$ cat src/rtl/vga_pixel_stage_pkg.sv
`default_nettype none
// ============================================================================
// Module      : vga_pixel_stage_pkg
// Description : Shared definitions for the VGA pixel stage. Holds the default
//               800x600 timing constants, the vertical FSM state encoding and
//               the 4-bit colour levels.
// Revision    : 1.0 - initial release
// ============================================================================
package vga_pixel_stage_pkg;

    // Default timing constants (800x600 class mode)
    localparam int C_H_VISIBLE = 800;
    localparam int C_V_VISIBLE = 600;
    localparam int C_V_FRONT   = 37;
    localparam int C_V_SYNC    = 6;
    localparam int C_V_BACK    = 23;
    localparam int C_BAR_W     = 100;

    // Vertical FSM states
    typedef enum logic [1:0] {
        VS_VIS   = 2'd0,
        VS_FRONT = 2'd1,
        VS_SYNC  = 2'd2,
        VS_BACK  = 2'd3
    } vstate_e;

    // Plain-vector copies of the state encoding for legacy state registers
    localparam logic [1:0] C_ST_V_VIS   = VS_VIS;
    localparam logic [1:0] C_ST_V_FRONT = VS_FRONT;
    localparam logic [1:0] C_ST_V_SYNC  = VS_SYNC;
    localparam logic [1:0] C_ST_V_BACK  = VS_BACK;

    // Colour channel levels
    localparam logic [3:0] C_COLOR_ON  = 4'hF;
    localparam logic [3:0] C_COLOR_OFF = 4'h0;

endpackage
`default_nettype wire

$ cat src/rtl/vga_pixel_stage_line_counter.sv
`default_nettype none
// ============================================================================
// Module      : vga_line_counter
// Description : Vertical timing: line counter advanced by newline pulses,
//               vertical FSM (visible / front porch / sync / back porch),
//               vsync level and a one-cycle wrap flag that is high in the
//               first cycle the counter reads 0 after a wrap.
// Ports       : ck         - pixel clock
//               reset      - synchronous, active-low reset
//               newline    - advance the counter by one line per high cycle
//               line_count - current line number
//               state      - current vertical state
//               vsync      - 0 during sync lines, 1 otherwise
//               wrap       - one-cycle flag after wrapping to line 0
// Revision    : 1.0 - initial release
// ============================================================================
module vga_line_counter
    import vga_pixel_stage_pkg::*;
#(
    parameter int V_VISIBLE = C_V_VISIBLE,
    parameter int V_FRONT   = C_V_FRONT,
    parameter int V_SYNC    = C_V_SYNC,
    parameter int V_BACK    = C_V_BACK
) (
    input  logic        ck,
    input  logic        reset,
    input  logic        newline,
    output logic [11:0] line_count,
    output logic [1:0]  state,
    output logic        vsync,
    output logic        wrap
);

    // Last line number of each vertical region
    localparam logic [11:0] c_LAST_VIS   = 12'(V_VISIBLE - 1);
    localparam logic [11:0] c_LAST_FRONT = 12'(V_VISIBLE + V_FRONT - 1);
    localparam logic [11:0] c_LAST_SYNC  = 12'(V_VISIBLE + V_FRONT + V_SYNC - 1);
    localparam logic [11:0] c_LAST_LINE  = 12'(V_VISIBLE + V_FRONT + V_SYNC + V_BACK - 1);

    logic [11:0] r_line;
    logic [1:0]  r_state;
    logic        r_wrap;
    logic        w_last;

    assign w_last = (r_line == c_LAST_LINE);

    always_ff @(posedge ck) begin
        if (!reset) begin
            r_line  <= 12'd0;
            r_state <= C_ST_V_VIS;
            r_wrap  <= 1'b0;
        end else begin
            r_wrap <= newline && w_last;
            if (newline) begin
                r_line <= w_last ? 12'd0 : r_line + 12'd1;
                // State changes on the same edge the counter leaves the
                // last line of a region, so state and counter never disagree.
                case (r_state)
                    C_ST_V_VIS:   if (r_line == c_LAST_VIS)   r_state <= C_ST_V_FRONT;
                    C_ST_V_FRONT: if (r_line == c_LAST_FRONT) r_state <= C_ST_V_SYNC;
                    C_ST_V_SYNC:  if (r_line == c_LAST_SYNC)  r_state <= C_ST_V_BACK;
                    C_ST_V_BACK:  if (w_last)                 r_state <= C_ST_V_VIS;
                    default:                                  r_state <= C_ST_V_VIS;
                endcase
            end
        end
    end

    assign line_count = r_line;
    assign state      = r_state;
    assign vsync      = (r_state != C_ST_V_SYNC);
    assign wrap       = r_wrap;

endmodule
`default_nettype wire

$ cat src/rtl/vga_pixel_stage.sv
`default_nettype none
// ============================================================================
// Module      : vga_pixel_stage
// Description : Pixel stage of a VGA controller. Tracks vertical timing from
//               newline pulses, decodes eight vertical colour bars from the
//               horizontal position and registers colour, syncs and the
//               frame-start pulse through a two-stage pipeline so that all
//               outputs stay mutually aligned.
// Ports       : ck          - pixel clock
//               reset       - synchronous, active-low reset
//               h_position  - current pixel column
//               h_active    - horizontal visible area
//               h_sync      - horizontal sync level (polarity preserved)
//               newline     - one-cycle pulse at end of each line
//               red/green/blue - 4-bit colour, two cycles after inputs
//               hsync_o/vsync_o - aligned sync levels
//               v_position  - current line number (not pipelined)
//               frame_start - one-cycle pulse at the first slot of line 0
// Options     : VGA_BORDER_EN - when defined, draws a white one-pixel border
//               around the visible area.
// Revision    : 1.0 - initial release
// ============================================================================
module vga_pixel_stage
    import vga_pixel_stage_pkg::*;
#(
    parameter int H_VISIBLE = C_H_VISIBLE,
    parameter int V_VISIBLE = C_V_VISIBLE,
    parameter int V_FRONT   = C_V_FRONT,
    parameter int V_SYNC    = C_V_SYNC,
    parameter int V_BACK    = C_V_BACK,
    parameter int BAR_W     = C_BAR_W
) (
    input  logic        ck,
    input  logic        reset,
    input  logic [11:0] h_position,
    input  logic        h_active,
    input  logic        h_sync,
    input  logic        newline,
    output logic [3:0]  red,
    output logic [3:0]  green,
    output logic [3:0]  blue,
    output logic        hsync_o,
    output logic        vsync_o,
    output logic [11:0] v_position,
    output logic        frame_start
);

    logic [1:0] w_state;
    logic       w_vsync;
    logic       w_wrap;
    logic       w_pix_active;
    logic [2:0] w_bar_idx;

    vga_line_counter #(
        .V_VISIBLE (V_VISIBLE),
        .V_FRONT   (V_FRONT),
        .V_SYNC    (V_SYNC),
        .V_BACK    (V_BACK)
    ) u_line_counter (
        .ck         (ck),
        .reset      (reset),
        .newline    (newline),
        .line_count (v_position),
        .state      (w_state),
        .vsync      (w_vsync),
        .wrap       (w_wrap)
    );

    assign w_pix_active = h_active && (w_state == C_ST_V_VIS);

    // Bar index = h_position / BAR_W clamped to 7, built as a threshold
    // chain. Thresholds at or beyond the visible width can never be hit by
    // an active pixel, so they are left out.
    always_comb begin
        w_bar_idx = 3'd0;
        for (int k = 1; k < 8; k++) begin
            if ((k * BAR_W < H_VISIBLE) && (h_position >= 12'(k * BAR_W))) begin
                w_bar_idx = 3'(k);
            end
        end
    end

`ifdef VGA_BORDER_EN
    logic w_border;
    logic r_s1_border;

    assign w_border = (h_position == 12'd0)
                   || (h_position == 12'(H_VISIBLE - 1))
                   || (v_position == 12'd0)
                   || (v_position == 12'(V_VISIBLE - 1));

    always_ff @(posedge ck) begin
        if (!reset) begin
            r_s1_border <= 1'b0;
        end else begin
            r_s1_border <= w_border;
        end
    end
`endif

    // Stage 1: decoded pixel attributes and sync/frame flags
    logic       r_s1_active;
    logic [2:0] r_s1_idx;
    logic       r_s1_hsync;
    logic       r_s1_vsync;
    logic       r_s1_frame;

    always_ff @(posedge ck) begin
        if (!reset) begin
            r_s1_active <= 1'b0;
            r_s1_idx    <= 3'd0;
            r_s1_hsync  <= 1'b1;
            r_s1_vsync  <= 1'b1;
            r_s1_frame  <= 1'b0;
        end else begin
            r_s1_active <= w_pix_active;
            r_s1_idx    <= w_bar_idx;
            r_s1_hsync  <= h_sync;
            r_s1_vsync  <= w_vsync;
            r_s1_frame  <= w_wrap;
        end
    end

    // Colour from stage-1 attributes; blank outside the active area
    logic [3:0] w_red;
    logic [3:0] w_green;
    logic [3:0] w_blue;

    always_comb begin
        w_red   = C_COLOR_OFF;
        w_green = C_COLOR_OFF;
        w_blue  = C_COLOR_OFF;
        if (r_s1_active) begin
            w_red   = r_s1_idx[2] ? C_COLOR_ON : C_COLOR_OFF;
            w_green = r_s1_idx[1] ? C_COLOR_ON : C_COLOR_OFF;
            w_blue  = r_s1_idx[0] ? C_COLOR_ON : C_COLOR_OFF;
`ifdef VGA_BORDER_EN
            if (r_s1_border) begin
                w_red   = C_COLOR_ON;
                w_green = C_COLOR_ON;
                w_blue  = C_COLOR_ON;
            end
`endif
        end
    end

    // Stage 2: output registers
    logic [3:0] r_red;
    logic [3:0] r_green;
    logic [3:0] r_blue;
    logic       r_hsync;
    logic       r_vsync;
    logic       r_frame;

    always_ff @(posedge ck) begin
        if (!reset) begin
            r_red   <= C_COLOR_OFF;
            r_green <= C_COLOR_OFF;
            r_blue  <= C_COLOR_OFF;
            r_hsync <= 1'b1;
            r_vsync <= 1'b1;
            r_frame <= 1'b0;
        end else begin
            r_red   <= w_red;
            r_green <= w_green;
            r_blue  <= w_blue;
            r_hsync <= r_s1_hsync;
            r_vsync <= r_s1_vsync;
            r_frame <= r_s1_frame;
        end
    end

    assign red         = r_red;
    assign green       = r_green;
    assign blue        = r_blue;
    assign hsync_o     = r_hsync;
    assign vsync_o     = r_vsync;
    assign frame_start = r_frame;

endmodule
`default_nettype wire

$ cat config.mk
export PLATFORM = sky130hd
export DESIGN_NAME = vga_pixel_stage
export DESIGN_NICKNAME = d
export VERILOG_FILES = /design/src/rtl/vga_pixel_stage_pkg.sv /design/src/rtl/vga_pixel_stage_line_counter.sv /design/src/rtl/vga_pixel_stage.sv
export SDC_FILE = /design/constraint.sdc
export NUM_CORES = 1
export LEC_CHECK = 0
export BUFFER_PORTS_ARGS = -buffer_cell sky130_fd_sc_hd__buf_2
export CAP_MARGIN = 20
export CORE_MARGIN = 1.5
export CORE_UTILIZATION = 29
export DETAILED_ROUTE_END_ITERATION = 10
export GPL_ROUTABILITY_DRIVEN = 1
export GPL_TIMING_DRIVEN = 1
export MAX_ROUTING_LAYER = met4
export PLACE_DENSITY = 0.62
export SKIP_LAST_GASP = 1
export SYNTH_ARGS = -nofsm -noshare
export SYNTH_HDL_FRONTEND = slang
export SYNTH_SLANG_ARGS = --single-unit
$ cat constraint.sdc
create_clock -name ck -period 3 [get_ports ck]
set_input_delay 0.9 -clock ck [delete_from_list [all_inputs] [get_ports ck]]
set_output_delay 0.9 -clock ck [all_outputs]
set_load 0.05 [all_outputs]
==> out/qor.yml <==
critical_path:
  critPathSlowestCell: "dfxtp_1"
  critical_path.endpoint_type: "primary output"
  worstPathArrival_ps: 1110
  crit_type: "flip-flop to primary output"
  start_kind: "flip-flop"
  r2r_slack_ps: 1080
  crit_family: "flip-flops"
  worst-path-max-fanout: 9
  worst-path-buf-inv: 1
  critPathRequiredTime_ps: 2100
  cp_slowest_stage_delay_ps: 510
  crit_chain: "buf_2"
clock_tree:
  cts-resized-gates: 0
  htree_levels: 1
  clk_latency_ps: 270
  cts-root-buf: "clkbuf_8"
  numCtsBuffers: 3
  clkTransAtPathRegs_ps: 100
  holdBufCountCts: 0
  clockBufferDepth: 2
  post-cts-setup-buffer-count: 0
  cts_sinks: 28
  cts_tree: "built"
global_routing:
  grt_start_max_net_pins: 20
  grt_pass1_vias: 962
  grt_overflow: 0
  grtUsageTotal_pct: 10.06
  antenna_found_initial: 0
  grt_pass1_wl_um: 4188
drt:
  highest_layer: "met3"
  firstDrtPassIters: 4
  route.detailed.drc: 0
  wl_met2_um: 1249
  wl_met3_um: 110
  routedWlPerCell_um: 10.49
  drt_iter0_drc: 47
  finalWirelength_um: 2529
  antenna_left: 0
  viasPerCell: 4.705
  num_vias: 1134
  wl_met1_um: 1169
synth:
  synthCells: 156
  synth_top_cell_by_area: "dfxtp_1"
  synth_edf_count: 0
  syn_area_um2: 1403
  ys_ff_latch: 28
  yosysTopAreaCellShare_pct: 39.96
  synthArstFlopShare_pct: 0
  yosysWarnings: 0
  syn_avg_cell_area_um2: 8.991
  yosys-top-cells-count: "28 x dfxtp_1, 16 x nor2_1, 15 x nand2_1"
  synth_most_common_cell: "dfxtp_1"
  synth_ff_type: "dfxtp_1"
  ys_types: 38
  syn-num-nets: 181
  seq_area_frac_synth_pct: 39.96
  yosys-top-cells-area: "dfxtp_1 40%, ha_1 7.1%, buf_4 4.8%, nor2_1 4.3%, nand2_1 4.0%"
place:
  dp_slack_ps: 895.3
  dp.cells: 237
  dp_hpwl_um: 1843
  gp_congestion: 0.7653
  io_buffers: 41
timing:
  fin_crit_ps: 2013
  skew_ps: 8.797
  rsz0062_at_grt: "false"
  relSlewSlack_pct: 72.49
  clock.fmax_mhz: 496.7
  layout_setup_ws_ps: 986.7
  hold_ws_ps: 413.3
  tns_ps: 0
  tightest_slew_ps: 407.5
  min_period_over_period_pct: 67.11
  setup_viol: 0
  maxSlewViolCount: 0
  hold_violations: 0
min_path:
  hp-class: "flip-flop to flip-flop"
power:
  power.density_nw_per_um2: 459.0
  ir_drop_uv: 230.0
  p_leak_nw: 0.7159
  fin_total_pwr_w: 0.0007615
finish:
  fin_cells: 241
  diodes: 0
  syn2layout_area_growth_pct: 18.29
  nets: 213
  drive_above_1_share_pct: 26.20
run_status:
  status: "finished, final reports clean"
floorplanning:
  row_count: 25
  die_area_um2: 5263
  ios: 44
  initial_core_util_pct: 29.89
  die_h_um: 72.55
  coreArea_um2: 4692
  die_x_um: 72.55
job:
  max_cap_viol_count: 0
-- cells by family (layout without fill, tap and decap cells) --
logic type	after synthesis	count (layout)	synth area share, %
AO/OA/AOI/OAI	23	23	12.67
XOR/XNOR	11	11	6.869
adder cells (fa/ha/maj)	8	8	7.137
buffers and inverters	21	52	8.117
flip-flops	28	28	39.96
multiplexers	3	3	2.141
AND/OR/NAND/NOR	62	62	23.10
-- metal layers --
metal | global-route usage (%) | vias up
li1 | - | 599
met1 | 11.94 | 506
met2 | 17.53 | 29
met3 | 1.806 | 0
met4 | 2.516 | 0
met5 | - | -
-- cell usage in the layout (no fill, tap or decap), types with 2 or more instances in the layout --
| master | n |
|---|---|
| a211oi_1 | 2 |
| a21o_1 | 2 |
| a21oi_1 | 2 |
| and2_1 | 3 |
| and3_1 | 6 |
| buf_2 | 41 |
| clkbuf_8 | 3 |
| dfxtp_1 | 28 |
| ha_1 | 8 |
| inv_1 | 7 |
| mux2i_1 | 3 |
| nand2_1 | 15 |
| nand2b_1 | 4 |
| nand3_1 | 5 |
| nand4_1 | 5 |
| nor2_1 | 16 |
| nor3_1 | 2 |
| o21ai_0 | 4 |
| o311ai_0 | 2 |
| o31a_1 | 2 |
| xnor2_1 | 6 |
| xor2_1 | 5 |
-- metrics by stage --
step | util, % | instance area, µm²
final | 35.36 | 1659
after global routing | 35.36 | 1659
after CTS | 35.36 | 1659
after detailed placement | 33.84 | 1588
after global placement | 33.84 | 1588
after floorplan | - | 1403
-- sequential cells by signal, indices dropped and copies added (netlist names) --
signal                     cells
blue                           1
frame_start                    1
green                          1
hsync_o                        1
r_s1_active                    1
r_s1_frame                     1
r_s1_hsync                     1
r_s1_idx                       3
r_s1_vsync                     1
red                            1
u_line_counter.line_count     12
u_line_counter.state           2
u_line_counter.wrap            1
vsync_o                        1
-- cell type report --
| class | count | area, µm² |
|---|---|---|
| fill | 500 | 3033 |
| tap | 54 | 67.56 |
| multi-input combinational | 107 | 728.2 |
| clock inverter | 1 | 30.03 |
| inverter | 7 | 26.28 |
| sequential | 28 | 560.5 |
| clock buffer | 3 | 41.29 |
| timing repair buffer | 41 | 205.2 |
-- report_power, final --
group / switching (W) / leakage (nW) / internal, W
registers: 0.00000642 / 0.228 / 0.000380
logic: 0.0000574 / 0.452 / 0.0000262
clock network: 0.000113 / 0.0357 / 0.000178
-- final timing paths --
check | depth (start not counted) | end | from
max reg2reg | 5 | u_line_counter.state[1]$_SDFFE_PN0P_ | u_line_counter.line_count[8]$_SDFFE_PN0P_
min | 1 | hsync_o$_SDFF_PN1_ | r_s1_hsync$_SDFF_PN1_
max | 1 | v_position[4] | u_line_counter.line_count[4]$_SDFFE_PN0P_
min reg2reg | 1 | hsync_o$_SDFF_PN1_ | r_s1_hsync$_SDFF_PN1_
Power figures use the tool's default switching activity.
